==> src/rtl/pll_seq_pkg.sv <==
// Shared state encoding and sizing helpers for the PLL reset sequencer.
package pll_seq_pkg;

  typedef enum logic [2:0] {
    ST_PLL_RST   = 3'd0,
    ST_WAIT_LOCK = 3'd1,
    ST_SETTLE    = 3'd2,
    ST_RUN       = 3'd3,
    ST_FAIL      = 3'd4
  } seq_state_e;

  // Width of a counter that must reach (largest of a, b, c) - 1; never below 1 bit.
  function automatic int unsigned cnt_width(input int unsigned a, input int unsigned b,
                                            input int unsigned c);
    int unsigned m;
    m = a;
    if (b > m) m = b;
    if (c > m) m = c;
    return (m > 1) ? $clog2(m) : 1;
  endfunction

endpackage

==> src/rtl/sync_2ff.sv <==
// Two-flop synchronizer for a single asynchronous level input.
module sync_2ff (
  input  logic clk,
  input  logic rst,
  input  logic d,
  output logic q
);

  logic meta_q;
  logic sync_q;

  always_ff @(posedge clk or posedge rst) begin
    if (rst) begin
      meta_q <= 1'b0;
      sync_q <= 1'b0;
    end else begin
      meta_q <= d;
      sync_q <= meta_q;
    end
  end

  assign q = sync_q;

endmodule

==> src/rtl/pll_reset_sequencer.sv <==
// PLL bring-up sequencer: pulses pll_rst, waits for a stable lock, then releases core_rst.
// state       | meaning
// ST_PLL_RST   | pll_rst held for RST_CYCLES
// ST_WAIT_LOCK | waiting for synchronized lock, bounded by LOCK_TIMEOUT
// ST_SETTLE    | lock must hold for STABLE_CYCLES consecutive cycles
// ST_RUN       | locked and stable, core released
// ST_FAIL      | retries exhausted, waits for relock_req
module pll_reset_sequencer
  import pll_seq_pkg::*;
#(
  parameter int unsigned RST_CYCLES    = 32,
  parameter int unsigned LOCK_TIMEOUT  = 50000,
  parameter int unsigned STABLE_CYCLES = 256,
  parameter int unsigned MAX_RETRY     = 3
) (
  input  logic       refclk,
  input  logic       rst,
  input  logic       pll_locked,
  input  logic       relock_req,
  output logic       pll_rst,
  output logic       core_rst,
  output logic       ready,
  output logic       fail,
  output logic [1:0] retry_cnt,
  output logic [2:0] state
);

  localparam int unsigned CNT_W = cnt_width(RST_CYCLES, LOCK_TIMEOUT, STABLE_CYCLES);
  localparam logic [CNT_W-1:0] RST_LAST    = CNT_W'(RST_CYCLES - 1);
  localparam logic [CNT_W-1:0] LOCK_LAST   = CNT_W'(LOCK_TIMEOUT - 1);
  localparam logic [CNT_W-1:0] STABLE_LAST = CNT_W'(STABLE_CYCLES - 1);
  localparam logic [1:0]       RETRY_MAX   = 2'(MAX_RETRY);

  logic             locked_s;
  seq_state_e       state_q, state_d;
  logic [CNT_W-1:0] cnt_q, cnt_d;
  logic [1:0]       retry_q, retry_d;
  logic             pll_rst_q, core_rst_q, ready_q, fail_q;

  sync_2ff u_lock_sync (
    .clk (refclk),
    .rst (rst),
    .d   (pll_locked),
    .q   (locked_s)
  );

  always_comb begin
    state_d = state_q;
    cnt_d   = cnt_q;
    retry_d = retry_q;
    if (relock_req) begin
      state_d = ST_PLL_RST;
      if (state_q == ST_FAIL) retry_d = '0;
    end else begin
      case (state_q)
        ST_PLL_RST: begin
          cnt_d = cnt_q + 1'b1;
          if (cnt_q == RST_LAST) state_d = ST_WAIT_LOCK;
        end
        ST_WAIT_LOCK: begin
          cnt_d = cnt_q + 1'b1;
          if (locked_s) begin
            state_d = ST_SETTLE;
          end else if (cnt_q == LOCK_LAST) begin
            if (retry_q >= RETRY_MAX) begin
              state_d = ST_FAIL;
            end else begin
              retry_d = retry_q + 2'd1;
              state_d = ST_PLL_RST;
            end
          end
        end
        ST_SETTLE: begin
          cnt_d = cnt_q + 1'b1;
          if (!locked_s) begin
            state_d = ST_WAIT_LOCK;
          end else if (cnt_q == STABLE_LAST) begin
            state_d = ST_RUN;
            retry_d = '0;
          end
        end
        ST_RUN:  if (!locked_s) state_d = ST_PLL_RST;
        ST_FAIL: state_d = ST_FAIL;
        default: state_d = ST_PLL_RST;
      endcase
    end
    // Every entry into a state, including a relock_req restart, starts the count from zero.
    if (relock_req || (state_d != state_q)) cnt_d = '0;
  end

  // Outputs decode state_d so they change on the same edge as the state itself.
  always_ff @(posedge refclk or posedge rst) begin
    if (rst) begin
      state_q    <= ST_PLL_RST;
      cnt_q      <= '0;
      retry_q    <= '0;
      pll_rst_q  <= 1'b1;
      core_rst_q <= 1'b1;
      ready_q    <= 1'b0;
      fail_q     <= 1'b0;
    end else begin
      state_q    <= state_d;
      cnt_q      <= cnt_d;
      retry_q    <= retry_d;
      pll_rst_q  <= (state_d == ST_PLL_RST) || (state_d == ST_FAIL);
      core_rst_q <= (state_d != ST_RUN);
      ready_q    <= (state_d == ST_RUN);
      fail_q     <= (state_d == ST_FAIL);
    end
  end

  assign pll_rst   = pll_rst_q;
  assign core_rst  = core_rst_q;
  assign ready     = ready_q;
  assign fail      = fail_q;
  assign retry_cnt = retry_q;
  assign state     = state_q;

endmodule
==> config.mk <==
export PLATFORM = sky130hd
export DESIGN_NAME = pll_reset_sequencer
export DESIGN_NICKNAME = d
export VERILOG_FILES = /design/src/rtl/pll_seq_pkg.sv /design/src/rtl/sync_2ff.sv /design/src/rtl/pll_reset_sequencer.sv
export SDC_FILE = /design/constraint.sdc
export NUM_CORES = 1
export LEC_CHECK = 0
export CORE_MARGIN = 3
export CORE_UTILIZATION = 56
export DETAILED_ROUTE_END_ITERATION = 7
export PLACE_DENSITY = 0.78
export SYNTH_ARGS = -nofsm -noshare
export SYNTH_HDL_FRONTEND = slang
export SYNTH_SLANG_ARGS = --single-unit
==> constraint.sdc <==
create_clock -name refclk -period 3 [get_ports refclk]
set_input_delay 0.45 -clock refclk [delete_from_list [all_inputs] [get_ports refclk]]
set_output_delay 0.45 -clock refclk [all_outputs]
set_load 0.1 [all_outputs]
Yosys cells after proc, flatten, opt, wreduce, memory -nomap -nowiden. Cells that the tools add are included.

$add $sub $neg: 2. Order comparisons: 1. Mux-type cells: 20. Reductions and logical operators: 9. Eq/ne operators: 18.

Operators by type and width (count): 16-bit two-way mux (3); 3-bit two-way mux (8); 16-bit by 1-bit adder with 16-bit output, second input constant (1); 16-bit == test, second input constant (1); 16-bit by 5-bit == test with 1-bit output, second input constant (1); 16-bit by 8-bit == test with 1-bit output, second input constant (1); 3-bit case mux with 5 select lines (1); 2-bit two-way mux (7); 3-bit != test, second input constant (4); 3-bit by 2-bit == test with 1-bit output, second input constant (3); 7-bit AND reduction (1); 3-bit == test, second input constant (2); 3-bit logical NOT (2); 3-bit by 2-bit != test with 1-bit output, second input constant (2); 2-bit by 1-bit != test with 1-bit output, second input constant (2); 2-bit case mux with 2 select lines (1); 3-bit by 1-bit == test with 1-bit output, second input constant (1); 3-bit != test (1); 3-bit nonzero test (1); 3-bit OR reduction (1); 2-bit by 1-bit adder with 2-bit output, second input constant (1); 2-bit >= comparator, second input constant (1); 1-bit logical OR (2); 2-bit AND reduction (1); 2-bit nonzero test (1).

Bits of input ports: 4. Flip-flop bits (word level): 27. Output and inout port bits: 9. Logic and storage cells: 59.

Logic depth before layout (Yosys ltp). Gate-level depths: netlist of the first run.

Word-level depth: 10. Mapped depth: 7. Depth with buffers taken out: 6.

Modules after synthesis. A second synthesis of the first run with hierarchy kept.

Cells, all modules: 151. Area total of the unflattened synthesis: 1525.2 um^2.

By module, submodules not included: pll_reset_sequencer (cells each 148, times used 1, area each 1471.4 um^2); sync_2ff (cells each 3, times used 1, area each 53.8 um^2).

Worst setup path after synthesis of the first run. No wires, ideal clock.

Path type: reg2reg. Start point: register state_q[0], in the netlist state[0]. End point: register cnt_q[0]. Cell stages (with the launch flop): 8. Library setup time: 0.123 ns. Clock period less this slack: 2.879 ns. Arrival time: 2.756 ns. Path buffers: 2. Path slack: 0.121 ns. Cells stage by stage: dfrtp_1 buf_2 or4b_1 or4_4 o31ai_4 o21bai_4 buf_12 nor2_4.

Cells in the longest elaborated chain, start to end: 8. Elaborated cells on any way between the ends: 20. Those cells by class: eq/ne: 6; mux: 9; reduce/logical: 5.

RTL lines: start: declaration (line pll_reset_sequencer.sv:35) `seq_state_e state_q, state_d;`; start signal: assignment (line pll_reset_sequencer.sv:102) `state_q <= state_d;`; 3-bit two-way mux (on tied branches) (line pll_reset_sequencer.sv:77, pll_reset_sequencer.sv:64); 3-bit two-way mux (on tied branches) (line pll_reset_sequencer.sv:75, pll_reset_sequencer.sv:62); 3-bit case mux with 5 select lines (line pll_reset_sequencer.sv:55) `case (state_q)`; 3-bit two-way mux (line pll_reset_sequencer.sv:51) `if (relock_req) begin`; 3-bit != test (line pll_reset_sequencer.sv:88) `if (relock_req || (state_d != state_q)) cnt_d = '0;`; 1-bit logical OR (line pll_reset_sequencer.sv:88); 2-bit by 1-bit != test with 1-bit output (no line) / 2-bit nonzero test (equally long branches); 2-bit AND reduction (no line); end signal: assignment (line pll_reset_sequencer.sv:103) `cnt_q <= cnt_d;`; end: declaration (line pll_reset_sequencer.sv:36) `logic [CNT_W-1:0] cnt_q, cnt_d;`.

Several ways; a longest one is shown, not always the timed one. A chain may end at the register's enable or synchronous reset.

Worst setup path after layout of the first run.
Start point: register cnt_q[12]. End point: register cnt_q[9].

Cells in the longest elaborated chain, start to end: 9. Elaborated cells on any way between the ends: 16. Those cells by class: eq/ne: 5; mux: 8; reduce/logical: 3.

RTL lines (line): 16-bit by 8-bit == test with 1-bit output / 16-bit == test (equally long branches) (pll_reset_sequencer.sv:77, pll_reset_sequencer.sv:64); 3-bit two-way mux (on tied branches) (pll_reset_sequencer.sv:77, pll_reset_sequencer.sv:64); 3-bit two-way mux (on tied branches) (pll_reset_sequencer.sv:75, pll_reset_sequencer.sv:62); 3-bit case mux with 5 select lines (*) (pll_reset_sequencer.sv:55); 3-bit two-way mux (*) (pll_reset_sequencer.sv:51); 3-bit != test (*) (pll_reset_sequencer.sv:88); 1-bit logical OR (*) (pll_reset_sequencer.sv:88); 2-bit by 1-bit != test with 1-bit output (no line) / 2-bit nonzero test (equally long branches); 2-bit AND reduction (no line).

Every way passes the cells marked *; elsewhere a longest branch is shown, timed or not.

==> results.md, run 1 <==
Status:
- The run finished with clean final reports.

Pwr:
- The proportion of power drawn by the clock network is 0.268.
- The share of total power dissipated in sequential elements is 0.664.
- Cell internal power was estimated by the tool at roughly 0.43 mW.
- For this design the static power due to leakage is between 0.6 and 0.7 nW.
- Summing internal, switching and leakage power gives 0.563 mW.
- The power per cell area is roughly 340 mW/mm2.
- The share of total power consumed by net switching is 0.227.
- Across the VDD grid, the largest voltage drop is roughly 280 uV.
- In this run the power spent charging and discharging nets is 0.128 mW.
- The share of total power dissipated in combinational logic is 0.068.

Yosys:
- The area fraction of the dominant cell type after synthesis is 0.415.
- Dividing the synthesized area by the synthesized cell count gives 10.4 um2.
- The synthesized-area fraction occupied by ao, oa, aoi and oai cells is 0.0871.
- The number of enable flip-flop cells after synthesis is 0.
- The share of flip-flops with an asynchronous set or reset after synthesis is 1.00.
- The count of different cell masters after synthesis is 41.
- During synthesis, Yosys emitted a total of 0 warnings.
- The fraction of synthesized cell area in xor and xnor cells is 0.0813.
- The mapped netlist covers roughly 0.0015 mm2.
- Of the post-synthesis cell area, the part taken by muxes is 0.00663.
- In the synthesized netlist the dominant register cell turns out to be dfrtp_1.
- The flip-flop and latch count after synthesis is 27.
- The adder-cell area share of the yosys netlist is 0.0166.
- The gate count after technology mapping is approximately 150.
- Of the total synthesized cell area, the portion taken by AND, OR, NAND and NOR gates is 0.322.
- For this run, the register share of the synthesized area comes to 0.449.
- The largest family of logic cells by synthesized area is simple AND/OR/NAND/NOR gates.
- By area the synthesized netlist is led by dfrtp_1 41%, nor2_4 6.7%, xor2_1 6.4%.
- The cell taking the most area after synthesis is dfrtp_1.
- Synthesis produced a netlist with a net count of around 150.

Setup path:
- The kind of launch point of the worst setup path is a flip-flop.
- The largest single stage delay on the critical path is 0.57 ns.
- The worst setup path is of the flip-flop to flip-flop kind.
- For this design, the slowest cell found on the critical path is or4_4.
- STA puts the critical path data arrival time at 2.68 ns.
- For the worst setup path, the data required time is roughly 3.2 ns.
- Traced cell by cell, the critical path runs through or4_4 -> or3_1 -> o31a_1 -> o21bai_4 -> nor2_1.
- The kind of cell with the highest combined delay on the critical path is simple AND/OR/NAND/NOR gates.
- The worst setup path is captured at a flip-flop.
- The number of buffers and inverters on the critical path is 0.
- The worst-path maximum fanout is 11.

Floorplan:
- The die is between 50 and 60 um wide.
- The die covers approximately 0.0034 mm2.
- The initial core utilization is 0.598.
- The die boundary height is 57.9 um.
- The number of placement rows is 18.
- The area of the core is approximately 0.0025 mm2.
- Pin placement for this block handled 13 I/O pins.

GRT:
- The pin count of the biggest net entering global routing is 28.
- The total routing usage reported by global routing is 0.188.
- The first-pass GRT wire length is just under 5 mm.
- The routing usage on met2 is 0.327.
- For met1 alone, demand over resource in global routing was 0.235.
- The global routing met3 resource utilization is 0.0200.
- The total congestion overflow after global routing is 0.
- The number of antenna violations at the first check in global routing is 0.
- met2 is the most crowded layer.
- The number of global-route vias before repair is between 1,000 and 1,500.

Clocking:
- The number of setup buffers added after CTS is 0.
- After clock tree synthesis, the clock-pin slew on the worst setup and hold paths is ~0.14 ns.
- No sink is reached through more buffers than the 2 on the longest clock path.
- The insertion delay to the later sink of the worst-skew pair is approximately 0.31 ns.
- The number of sinks on the clock net is 27.
- In this run, CTS created clock tree buffers numbering 3.
- The clock tree from TritonCTS is built.
- After clock tree synthesis, the repair step resized 0 gates.
- CTS built an H-tree with a depth of 1.
- CTS placed an instance of clkbuf_4 at the clock tree root.
- The number of buffers inserted for hold repair after clock tree synthesis is 0.

Drt:
- Once detail routing completed, the nets flagged for antenna violations numbered 0.
- The mean routed wirelength per cell is ~15 um.
- The detailed-route via count is 1,118.
- The number of design-rule violations left by the first detailed-router iteration is 38.
- The average via count per standard cell is 6.01.
- The pre-antenna-repair detailed-routing pass consisted of 4 iterations.
- The number of remaining DRC errors is 0.
- Wires add up to 2.79 mm.

STA:
- Setup violations remaining at the end of the flow were counted as 0.
- For the pin with the worst max-slew slack, the measured transition is around 1 ns.
- Setup repair after global routing left no endpoint under its margin.
- Clock skew on the completed layout was measured at approximately 0.0048 ns.
- The number of max-slew violations in the final report came to 0.
- The count of final hold-check violations is 0.
- Dividing the final minimum period by the clock period gives 0.832.
- The post-route worst hold slack is ~0.37 ns.
- Once routing completed, OpenROAD measured the worst setup slack at 0.505 ns.
- The sum of negative setup slack is 0 ns.
- Headroom to the max-slew limit came out at 0.333.
- Based on the critical path, the design can be clocked at up to about 400 MHz.
- The final period demand of the worst path is between 2 and 2.5 ns.

Finish:
- Fill cells in the final layout number just over 200.
- The number of non-filler instances in the completed layout is 186.
- The final net count is roughly 160.
- In the final layout, the share of cells above drive strength 1 is 0.186.
- From synthesis to final layout, the design area changed by 8.21%.
- The post-route cell area is about 0.0016 mm2.
- Once layout is complete, the utilization of the core stands at 0.647.
- 0 antenna diodes ended up in the layout.

Place:
- In this run the cell area measured after placement is around 0.0016 mm2.
- The detailed-placement wirelength estimate is between 2 and 2.5 mm.
- Input and output buffers added on the ports amount to 12.
- After detailed placement, the design holds a cell count of about 180.
- OpenSTA, run right after detailed placement, puts the worst setup slack at 0.508 ns.
- Routability-driven placement finished with a final weighted congestion of ~0.82.

Run:
- The number of maximum-capacitance violations is 0.

Hold path:
- The min-delay analysis places its worst path in the category flip-flop to flip-flop.
==> power groups by stage <==
stage,Combinational [mW],Sequential [mW],Clock [mW]
final,0.0384,0.374,0.151
after CTS,0.0395,0.374,0.160
after floorplan,0.0331,0.379,0
after global placement,0.0382,0.380,0
after global routing,0.0433,0.375,0.171
after detailed placement,0.0394,0.380,0
==> metal layers <==
layer	share of wire	up-vias
li1	-	536
met1	0.43	545
met2	0.52	33
met3	0.035	4
met4	0.015	0
met5	0	-
==> state kept, by name (all words and copies together), names as in the netlist <==
name and count:
cnt_q 16, state 3, retry_cnt 2, core_rst 1, fail 1, pll_rst 1
ready 1, u_lock_sync.meta_q 1, u_lock_sync.q 1
==> cell usage after synthesis, types with 2 or more instances <==
cell / number
a21oi_1: 5
dfstp_2: 2
and3_1: 3
nand2b_1: 2
inv_1: 5
nand2_1: 9
nand4_1: 4
and4_1: 3
o31a_1: 2
nor2_4: 9
xnor2_1: 3
nor2b_1: 2
o21ai_0: 3
nand3_1: 7
dfrtp_1: 25
and2_1: 4
xor2_1: 11
nor2_1: 10
buf_2: 2
or4_4: 2
nor3_1: 8
ha_1: 2
nor4b_1: 2
clkbuf_1: 2
or3_1: 2
==> worst register-to-register path, cell delays in order, from the launching register on <==
cell      delay, ns
dfrtp_1        0.44
or4_4          0.57
or3_1          0.40
o31a_1         0.32
o21bai_4       0.53
nor2_1         0.11
==> path summary, 6_finish.rpt <==
kind                                                    from  slack [ns]                      end  depth (start not counted)
worst max register to register         cnt_q[12]$_DFFE_PP0P_        0.50     cnt_q[9]$_DFFE_PP0P_                          5
worst min-delay path            u_lock_sync.meta_q$_DFF_PP0_        0.37  u_lock_sync.q$_DFF_PP0_                          0
worst max-delay path                   cnt_q[12]$_DFFE_PP0P_        0.50     cnt_q[9]$_DFFE_PP0P_                          5
max in group asynchronous                                rst        1.74    cnt_q[10]$_DFFE_PP0P_                          2
min in group asynchronous                                rst        0.65  u_lock_sync.q$_DFF_PP0_                          2
worst min register to register  u_lock_sync.meta_q$_DFF_PP0_        0.37  u_lock_sync.q$_DFF_PP0_                          0
==> placed cells by master, fill, tap and decap left out, types with 2 or more instances in the layout <==
cell,synthesis,final
a21oi_1,5,5
nand4_1,4,4
nand2_1,9,9
clkdlybuf4s50_1,0,3
dfrtp_1,25,25
and2_1,4,4
and4_1,3,3
inv_1,5,5
o21ai_0,3,3
and3_1,3,3
nor2b_1,2,2
dfstp_2,2,2
o31a_1,2,2
clkbuf_4,0,3
nor3_1,8,8
nor2_1,10,10
nor4b_1,2,2
xnor2_1,3,3
nand3_1,7,7
nand2b_1,2,2
or3_1,2,2
or4_4,2,2
xor2_1,11,11
nor2_4,9,9
buf_4,0,9
ha_1,2,2
==> final cells by class <==
type	count	area, um2	share of cell area
Tap cell	30	37.5	0.0230
Inverter	5	18.8	0.0115
Clock buffer	4	26.3	0.0161
Timing Repair Buffer	12	97.6	0.0598
Sequential cell	27	678	0.415
Multi-Input combinational cell	108	774	0.474
==> kinds of logic (layout without fill, tap and decap cells) <==
family / after synthesis / in the layout
muxes: 1 / 1
xor gates and xnor gates: 14 / 14
DFF: 27 / 27
AOI/OAI and AO/OA: 16 / 16
and+or+nand+nor: 75 / 75
adders and majority gates: 2 / 2
buffers and inverters: 10 / 21
Note: power is estimated with default switching activity, not from simulation.
==> run 2, diff against run 1 <==
- clock period: 3 -> 2.59 ns (I/O delays scaled with it)
==> run 2 against run 1 <==
Clock-buffer cell count is 1 lower; clock power rose by 27%; cell area is 4.6% higher; largest power group unchanged.
==> results.md, run 2 (same netlist as run 1, synthesis figures left out) <==
Drt:
- The count of nets left with antenna violations after detail routing is 0 (unchanged).
- The wire length after detailed routing is 3.13 mm (was 2.79 mm).
- The detailed-route via count is 1,143 (was 1,118).
- The average via count per standard cell is 5.92 (was 6.01).
- The mean routed wirelength per cell is 16.2 um (was 15.0 um).
- The first-pass iteration count of the detailed router is 4 (unchanged).
- The number of design-rule violations left by the first detailed-router iteration is 32 (was 38).
- The number of remaining DRC errors is 0 (unchanged).

Finish:
- Most frequent cells in the layout: 22 x dfrtp_1, 15 x buf_4, 11 x xor2_1 (was 25 x dfrtp_1, 11 x xor2_1, 10 x nor2_1).
- The filler cell count in the final layout is 204 (was 206).
- The register with the most flip-flops is cnt_q (unchanged).
- The flip-flop count of the largest register, all copies and words added is 16 (unchanged).
- The layout overhead on the synthesized area is 13.2% (was 8.21%).
- The final net count came to 170 (was 163).
- The number of inserted diodes is 0 (unchanged).
- The post-route cell area is 0.00171 mm2 (was 0.00163 mm2).
- The layout cell share with drive strength beyond 1 is 0.245 (was 0.186).
- The final cell utilization of the core is 0.677 (was 0.647).
- The commonest non-fill, non-tap cell in the layout is dfrtp_1 (unchanged).

Setup path:
- The beginning of the worst register-to-register path is cnt_q[12]$_DFFE_PP0P_ (unchanged).
- The data required time of the worst path came to 2.82 ns (was 3.19 ns).
- The endpoint of the most critical setup path is cnt_q[0]$_DFFE_PP0P_ (was cnt_q[9]$_DFFE_PP0P_).
- The worst setup path startpoint is cnt_q[12]$_DFFE_PP0P_ (unchanged).
- The worst-case register-to-register setup slack was 0.27 ns (was 0.50 ns).
- The worst-path maximum fanout is 10 (was 11).
- The type of the worst setup path is flip-flop to flip-flop (unchanged).
- The cell depth of the worst flop-to-flop path is 6 (was 5).
- The kind of launch point of the worst setup path was a flip-flop (unchanged).
- The type of element capturing the critical path is a flip-flop (unchanged).
- The capturing point of the worst reg2reg path is cnt_q[0]$_DFFE_PP0P_ (was cnt_q[9]$_DFFE_PP0P_).
- The data arrival time of the worst path came to 2.56 ns (was 2.68 ns).

STA:
- The share of the cycle needed by the critical path after routing is 0.896 (was 0.832).
- The sum of negative setup slack is 0 ns (unchanged).
- The achievable clock frequency came to 431 MHz (was 401 MHz).
- The actual transition at the worst max-transition pin is 0.686 ns (was 0.999 ns).
- The worst slew slack as a fraction of its limit is 0.542 (was 0.333).
- Unrepaired setup endpoints after global routing: no (unchanged).
- The final clock skew is 0.00699 ns (was 0.00483 ns).
- The final setup violation count is 0 (unchanged).
- The minimum setup slack in the final design came to 0.269 ns (was 0.505 ns).
- The number of max-slew violations in the final report is 0 (unchanged).
- The post-route worst hold slack was 0.397 ns (was 0.369 ns).
- The count of final hold-check violations is 0 (unchanged).
- The final period demand of the worst path is 2.32 ns (was 2.50 ns).

Floorplan:
- The area of the core is 0.00252 mm2 (unchanged).
- The width of the die is 57.9 um (unchanged).
- The full die area came to 0.00335 mm2 (unchanged).
- The die boundary height is 57.9 um (unchanged).
- The number of placement rows was 18 (unchanged).
- The initial core utilization is 0.598 (unchanged).
- The number of I/O pins is 13 (unchanged).

Hold path:
- The number of stages on the worst hold path is 0 (unchanged).
- The path category of the worst min-delay check is flip-flop to flip-flop (unchanged).

Pwr:
- The proportion of power drawn by the clock network is 0.283 (was 0.268).
- The net switching power is 0.170 mW (was 0.128 mW).
- The proportion of power drawn by combinational gates is 0.079 (was 0.068).
- The sequential power share was 0.638 (was 0.664).
- The worst ir drop on vdd was 480 uV (was 283 uV).
- The design internal power is 0.509 mW (was 0.435 mW).
- The share of total power consumed by net switching is 0.250 (was 0.227).
- The power per cell area is 397 mW/mm2 (was 345 mW/mm2).
- The leakage power is 0.716 nW (was 0.684 nW).

Place:
- The detailed-placement wirelength estimate was 2.21 mm (was 2.05 mm).
- The post-detailed-placement cell area is 0.00166 mm2 (was 0.00161 mm2).
- The number of input and output port buffers inserted is 12 (unchanged).
- The worst-case setup slack after placement was 0.0819 ns (was 0.508 ns).
- The final estimated routing congestion in global placement came to 0.809 (was 0.817).

Clocking:
- The clock tree from TritonCTS is built (unchanged).
- The number of sinks on the clock net came to 27 (unchanged).
- The clock tree root driver cell is clkbuf_4 (unchanged).
- The worst-case clock buffer depth is 2 (unchanged).
- The number of instances resized during post-cts repair is 0 (unchanged).
- The H-tree depth is 1 (unchanged).
- The clock-pin slew on the worst setup and hold paths was 0.16 ns (was 0.14 ns).
- The insertion delay to the later sink of the worst-skew pair is 0.33 ns (was 0.31 ns).
- The number of clock buffers inserted by TritonCTS is 3 (unchanged).

GRT:
- The first-pass GRT wire length is 5.22 mm (was 4.93 mm).
- The total routing usage reported by global routing is 0.200 (was 0.188).
- The number of antenna violations at the first check in global routing is 0 (unchanged).
- The pin count of the biggest net entering global routing was 19 (was 28).
- The number of global-route vias before repair is 1,132 (was 1,110).
- The total congestion overflow after global routing is 0 (unchanged).

Run:
- The number of maximum-capacitance violations is 0 (unchanged).

Status:
- Outcome: finished, final reports clean (unchanged).
[run 2: worst min path at each step]
stage / from / slack, ns / to
global placement: u_lock_sync.meta_q$_DFF_PP0_ / 0.34 / u_lock_sync.q$_DFF_PP0_
finish: u_lock_sync.meta_q$_DFF_PP0_ / 0.40 / u_lock_sync.q$_DFF_PP0_
global route: u_lock_sync.meta_q$_DFF_PP0_ / 0.40 / u_lock_sync.q$_DFF_PP0_
detailed placement: u_lock_sync.meta_q$_DFF_PP0_ / 0.36 / u_lock_sync.q$_DFF_PP0_
floorplan: u_lock_sync.meta_q$_DFF_PP0_ / 0.33 / u_lock_sync.q$_DFF_PP0_
CTS: u_lock_sync.meta_q$_DFF_PP0_ / 0.39 / u_lock_sync.q$_DFF_PP0_
[run 2: critical path, cell delays in order (launching register included)]
cell and delay (ns):
dfrtp_1 0.45, or4_4 0.57, or4_4 0.55, o31ai_4 0.22
o21bai_4 0.19, buf_12 0.19, nor2_4 0.05
[run 2: per-layer routing]
metal  wire [um]  vias up  share of wire  GRT usage
li1            -      547              -          -
met1        1310      565           0.42      0.255
met2        1660       25           0.53      0.347
met3         105        6          0.034     0.0468
met4          60        0          0.019     0.0430
met5           0        -              0          0
[run 2: cell type report]
| class | count | area, um2 | share of cell area |
|---|---|---|---|
| clock buffer | 3 | 22.5 | 0.0132 |
| clock inverter | 1 | 7.51 | 0.00440 |
| inverter | 5 | 18.8 | 0.0110 |
| multi-input combinational | 108 | 774 | 0.453 |
| sequential | 27 | 684 | 0.401 |
| tap | 30 | 37.5 | 0.0220 |
| timing repair buffer | 19 | 163 | 0.0952 |
[run 2: power groups by stage]
stage | registers, mW | clock network (mW) | logic (mW)
3_3_place_gp | 0.440 | 0 | 0.0478
6_report | 0.433 | 0.192 | 0.0536
2_1_floorplan | 0.439 | 0 | 0.0383
5_1_grt | 0.435 | 0.220 | 0.0596
4_1_cts | 0.433 | 0.198 | 0.0508
3_5_place_dp | 0.441 | 0 | 0.0507
[run 2: timing repair]
item | in CTS | in global routing
buffers inserted | 0 | 1
hold buffers | 0 | 0
endpoints found under the setup margin | 0 | 1
[run 2: through the flow]
stage / total power [mW] / std cells
floorplan: 0.478 / 145
global placement: 0.488 / 188
detailed placement: 0.492 / 188
CTS: 0.682 / 192
global route: 0.715 / 193
finish: 0.679 / 193
==> run 3, diff against run 2 <==
- clock period: 2.59 -> 2.65 ns (I/O delays scaled with it)
==> run 3 against run 2 <==
Global-route usage decreased by 0.73 points; non-clock buffer count decreased by 2; fmax decreased by 7.8%; wire length decreased by 8.4%; critical endpoint is now cnt_q[9]$_DFFE_PP0P_.
==> results.md, run 3 (same netlist as run 1, synthesis figures left out) <==
STA:
- The sum of negative setup slack was 0 ns (unchanged).
- The number of max-slew violations in the final report is 0 (unchanged).
- The actual transition at the worst max-transition pin came to 0.669 ns (was 0.686 ns).
- The final clock skew is 0.00597 ns (was 0.00699 ns).
- The final setup violation count was 0 (unchanged).
- Unrepaired setup endpoints after global routing: no (unchanged).
- The worst slew slack as a fraction of its limit is 0.553 (was 0.542).
- The achievable clock frequency was 397 MHz (was 431 MHz).
- The post-route worst hold slack came to 0.364 ns (was 0.397 ns).
- The count of final hold-check violations is 0 (unchanged).
- The final period demand of the worst path is 2.52 ns (was 2.32 ns).
- The share of the cycle needed by the critical path after routing is 0.950 (was 0.896).

Setup path:
- The data required time of the worst path came to 2.84 ns (was 2.82 ns).
- CP cell instances: or4_4 -> or3_1 -> o31a_1 -> o21bai_4 -> nor2_1 (was or4_4 -> or4_4 -> o31ai_4 -> o21bai_4 -> buf_12 -> nor2_4).
- The critical path's slowest cell is or4_4 (unchanged).
- The kind of cell with the highest combined delay on the critical path is simple AND/OR/NAND/NOR gates (unchanged).
- The largest stage delay on the critical path is 0.57 ns (about the same).
- The worst-case register-to-register setup slack is 0.13 ns (was 0.27 ns).
- The number of buffers and inverters on the critical path is 0 (was 1).
- The cell depth of the worst flop-to-flop path is 5 (was 6).
- The type of element capturing the critical path is a flip-flop (unchanged).
- The capturing point of the worst reg2reg path was cnt_q[9]$_DFFE_PP0P_ (was cnt_q[0]$_DFFE_PP0P_).
- The worst-path maximum fanout is 11 (was 10).
- The kind of launch point of the worst setup path is a flip-flop (unchanged).
- The type of the worst setup path is flip-flop to flip-flop (unchanged).
- The data arrival time of the worst path is 2.71 ns (was 2.56 ns).
- The beginning of the worst register-to-register path is cnt_q[12]$_DFFE_PP0P_ (unchanged).

Finish:
- The layout cell share with drive strength beyond 1 is 0.230 (was 0.245).
- The layout overhead on the synthesized area is 10.9% (was 13.2%).
- The flip-flop count of the largest register, all copies and words added came to 16 (unchanged).
- The register with the most flip-flops was cnt_q (unchanged).
- The commonest non-fill, non-tap cell in the layout is dfrtp_1 (unchanged).
- The filler cell count in the final layout is 188 (was 204).
- The final net count is 168 (was 170).
- The post-route cell area was 0.00167 mm2 (was 0.00171 mm2).
- The number of inserted diodes is 0 (unchanged).
- Most frequent cells in the layout: 22 x dfrtp_1, 14 x buf_4, 11 x xor2_1 (was 22 x dfrtp_1, 15 x buf_4, 11 x xor2_1).

Pwr:
- The sequential power share is 0.657 (was 0.638).
- The worst ir drop on vdd came to 412 uV (was 480 uV).
- The net switching power came to 0.149 mW (was 0.170 mW).
- The leakage power is 0.703 nW (was 0.716 nW).
- The design internal power came to 0.495 mW (was 0.509 mW).
- The proportion of power drawn by the clock network is 0.269 (was 0.283).
- The proportion of power drawn by combinational gates is 0.074 (was 0.079).
- The share of total power consumed by net switching is 0.232 (was 0.250).
- The power per cell area is 385 mW/mm2 (was 397 mW/mm2).

Clocking:
- The number of sinks on the clock net is 27 (unchanged).
- The number of clock buffers inserted by TritonCTS is 3 (unchanged).
- The insertion delay to the later sink of the worst-skew pair came to 0.31 ns (was 0.33 ns).
- The worst-case clock buffer depth is 2 (unchanged).
- The clock tree root driver cell was clkbuf_4 (unchanged).
- The number of buffers inserted for hold repair after clock tree synthesis was 0 (unchanged).
- The number of instances resized during post-cts repair is 0 (unchanged).
- The clock-pin slew on the worst setup and hold paths is 0.14 ns (was 0.16 ns).
- The count of buffers added by post-CTS timing repair for setup was 0 (unchanged).
- The clock tree from TritonCTS is built (unchanged).
- The H-tree depth is 1 (unchanged).

GRT:
- The first-pass GRT wire length is 5.11 mm (was 5.22 mm).
- The total routing usage reported by global routing is 0.193 (was 0.200).
- The number of antenna violations at the first check in global routing was 0 (unchanged).
- The number of global-route vias before repair is 1,117 (was 1,132).
- The pin count of the biggest net entering global routing is 17 (was 19).
- The total congestion overflow after global routing was 0 (unchanged).

Drt:
- The top metal layer carrying routed signals was met4 (unchanged).
- The wire length after detailed routing is 2.86 mm (was 3.13 mm).
- The detailed-route via count is 1,103 (was 1,143).
- The mean routed wirelength per cell was 15.0 um (was 16.2 um).
- The detailed-route wire length on metal 1 was 1.31 mm (about the same).
- The number of design-rule violations left by the first detailed-router iteration came to 56 (was 32).
- The met3 wire length came to 103 um (was 105 um).
- The count of nets left with antenna violations after detail routing was 0 (unchanged).
- The met2 routed wirelength was 1.43 mm (was 1.66 mm).
- The number of remaining DRC errors is 0 (unchanged).
- The first-pass iteration count of the detailed router is 4 (unchanged).
- The average via count per standard cell is 5.77 (was 5.92).

Place:
- The final estimated routing congestion in global placement is 0.787 (was 0.809).
- The post-detailed-placement cell area is 0.00165 mm2 (was 0.00166 mm2).
- The number of input and output port buffers inserted came to 12 (unchanged).
- The detailed-placement wirelength estimate is 2.18 mm (was 2.21 mm).

Floorplan:
- The initial core utilization was 0.598 (unchanged).
- The width of the die was 57.9 um (unchanged).
- The die boundary height is 57.9 um (unchanged).
- The number of placement rows is 18 (unchanged).
- The number of I/O pins is 13 (unchanged).
- The full die area is 0.00335 mm2 (unchanged).
- The area of the core is 0.00252 mm2 (unchanged).

Hold path:
- The path category of the worst min-delay check is primary input to async pin (was flip-flop to flip-flop).

Status:
- Outcome: finished, final reports clean (unchanged).

Run:
- The number of maximum-capacitance violations is 0 (unchanged).
==> run 3: power by group through the flow <==
stage          clock (mW)  combinational (mW)  sequential [mW]
2_1_floorplan           0              0.0375            0.429
3_3_place_gp            0              0.0468            0.430
3_5_place_dp            0              0.0486            0.431
4_1_cts             0.181              0.0487            0.423
5_1_grt             0.194              0.0541            0.424
6_report            0.173              0.0479            0.423
==> run 3: layout make-up <==
| cell class | count | area (um2) | share of cell area |
|---|---|---|---|
| clock buffers | 4 | 26.3 | 0.0157 |
| inverters | 5 | 18.8 | 0.0112 |
| multi-input cells | 108 | 774 | 0.463 |
| flip-flops and latches | 27 | 682 | 0.407 |
| well taps | 30 | 37.5 | 0.0224 |
| repair buffers | 17 | 135 | 0.0807 |
==> run 3: per-stage QoR <==
stage          cells  setup WS, ns  power [mW]  utilization
2_1_floorplan    145        0.0587       0.467            -
3_3_place_gp     187         0.211       0.477        0.653
3_5_place_dp     187         0.154       0.480        0.653
4_1_cts          191         0.131       0.653        0.664
5_1_grt          191        0.0688       0.673        0.664
6_report         191         0.132       0.644        0.664
==> run 3: worst max-delay path by stage <==
stage,cells after the start,start,slack [ns],end
after floorplan,7,state[0]$_DFF_PP0_,0.06,cnt_q[0]$_DFFE_PP0P_
after global placement,5,cnt_q[12]$_DFFE_PP0P_,0.21,cnt_q[9]$_DFFE_PP0P_
after detailed placement,5,cnt_q[12]$_DFFE_PP0P_,0.15,cnt_q[9]$_DFFE_PP0P_
after CTS,5,cnt_q[12]$_DFFE_PP0P_,0.13,cnt_q[9]$_DFFE_PP0P_
after global routing,5,cnt_q[12]$_DFFE_PP0P_,0.07,cnt_q[9]$_DFFE_PP0P_
final,5,cnt_q[12]$_DFFE_PP0P_,0.13,cnt_q[9]$_DFFE_PP0P_
==> run 3: routing by layer <==
metal  global-route usage  vias to the layer above
li1                     -                      542
met1                0.262                      534
met2                0.331                       25
met3               0.0200                        2
met4               0.0497                        0
met5                    0                        -
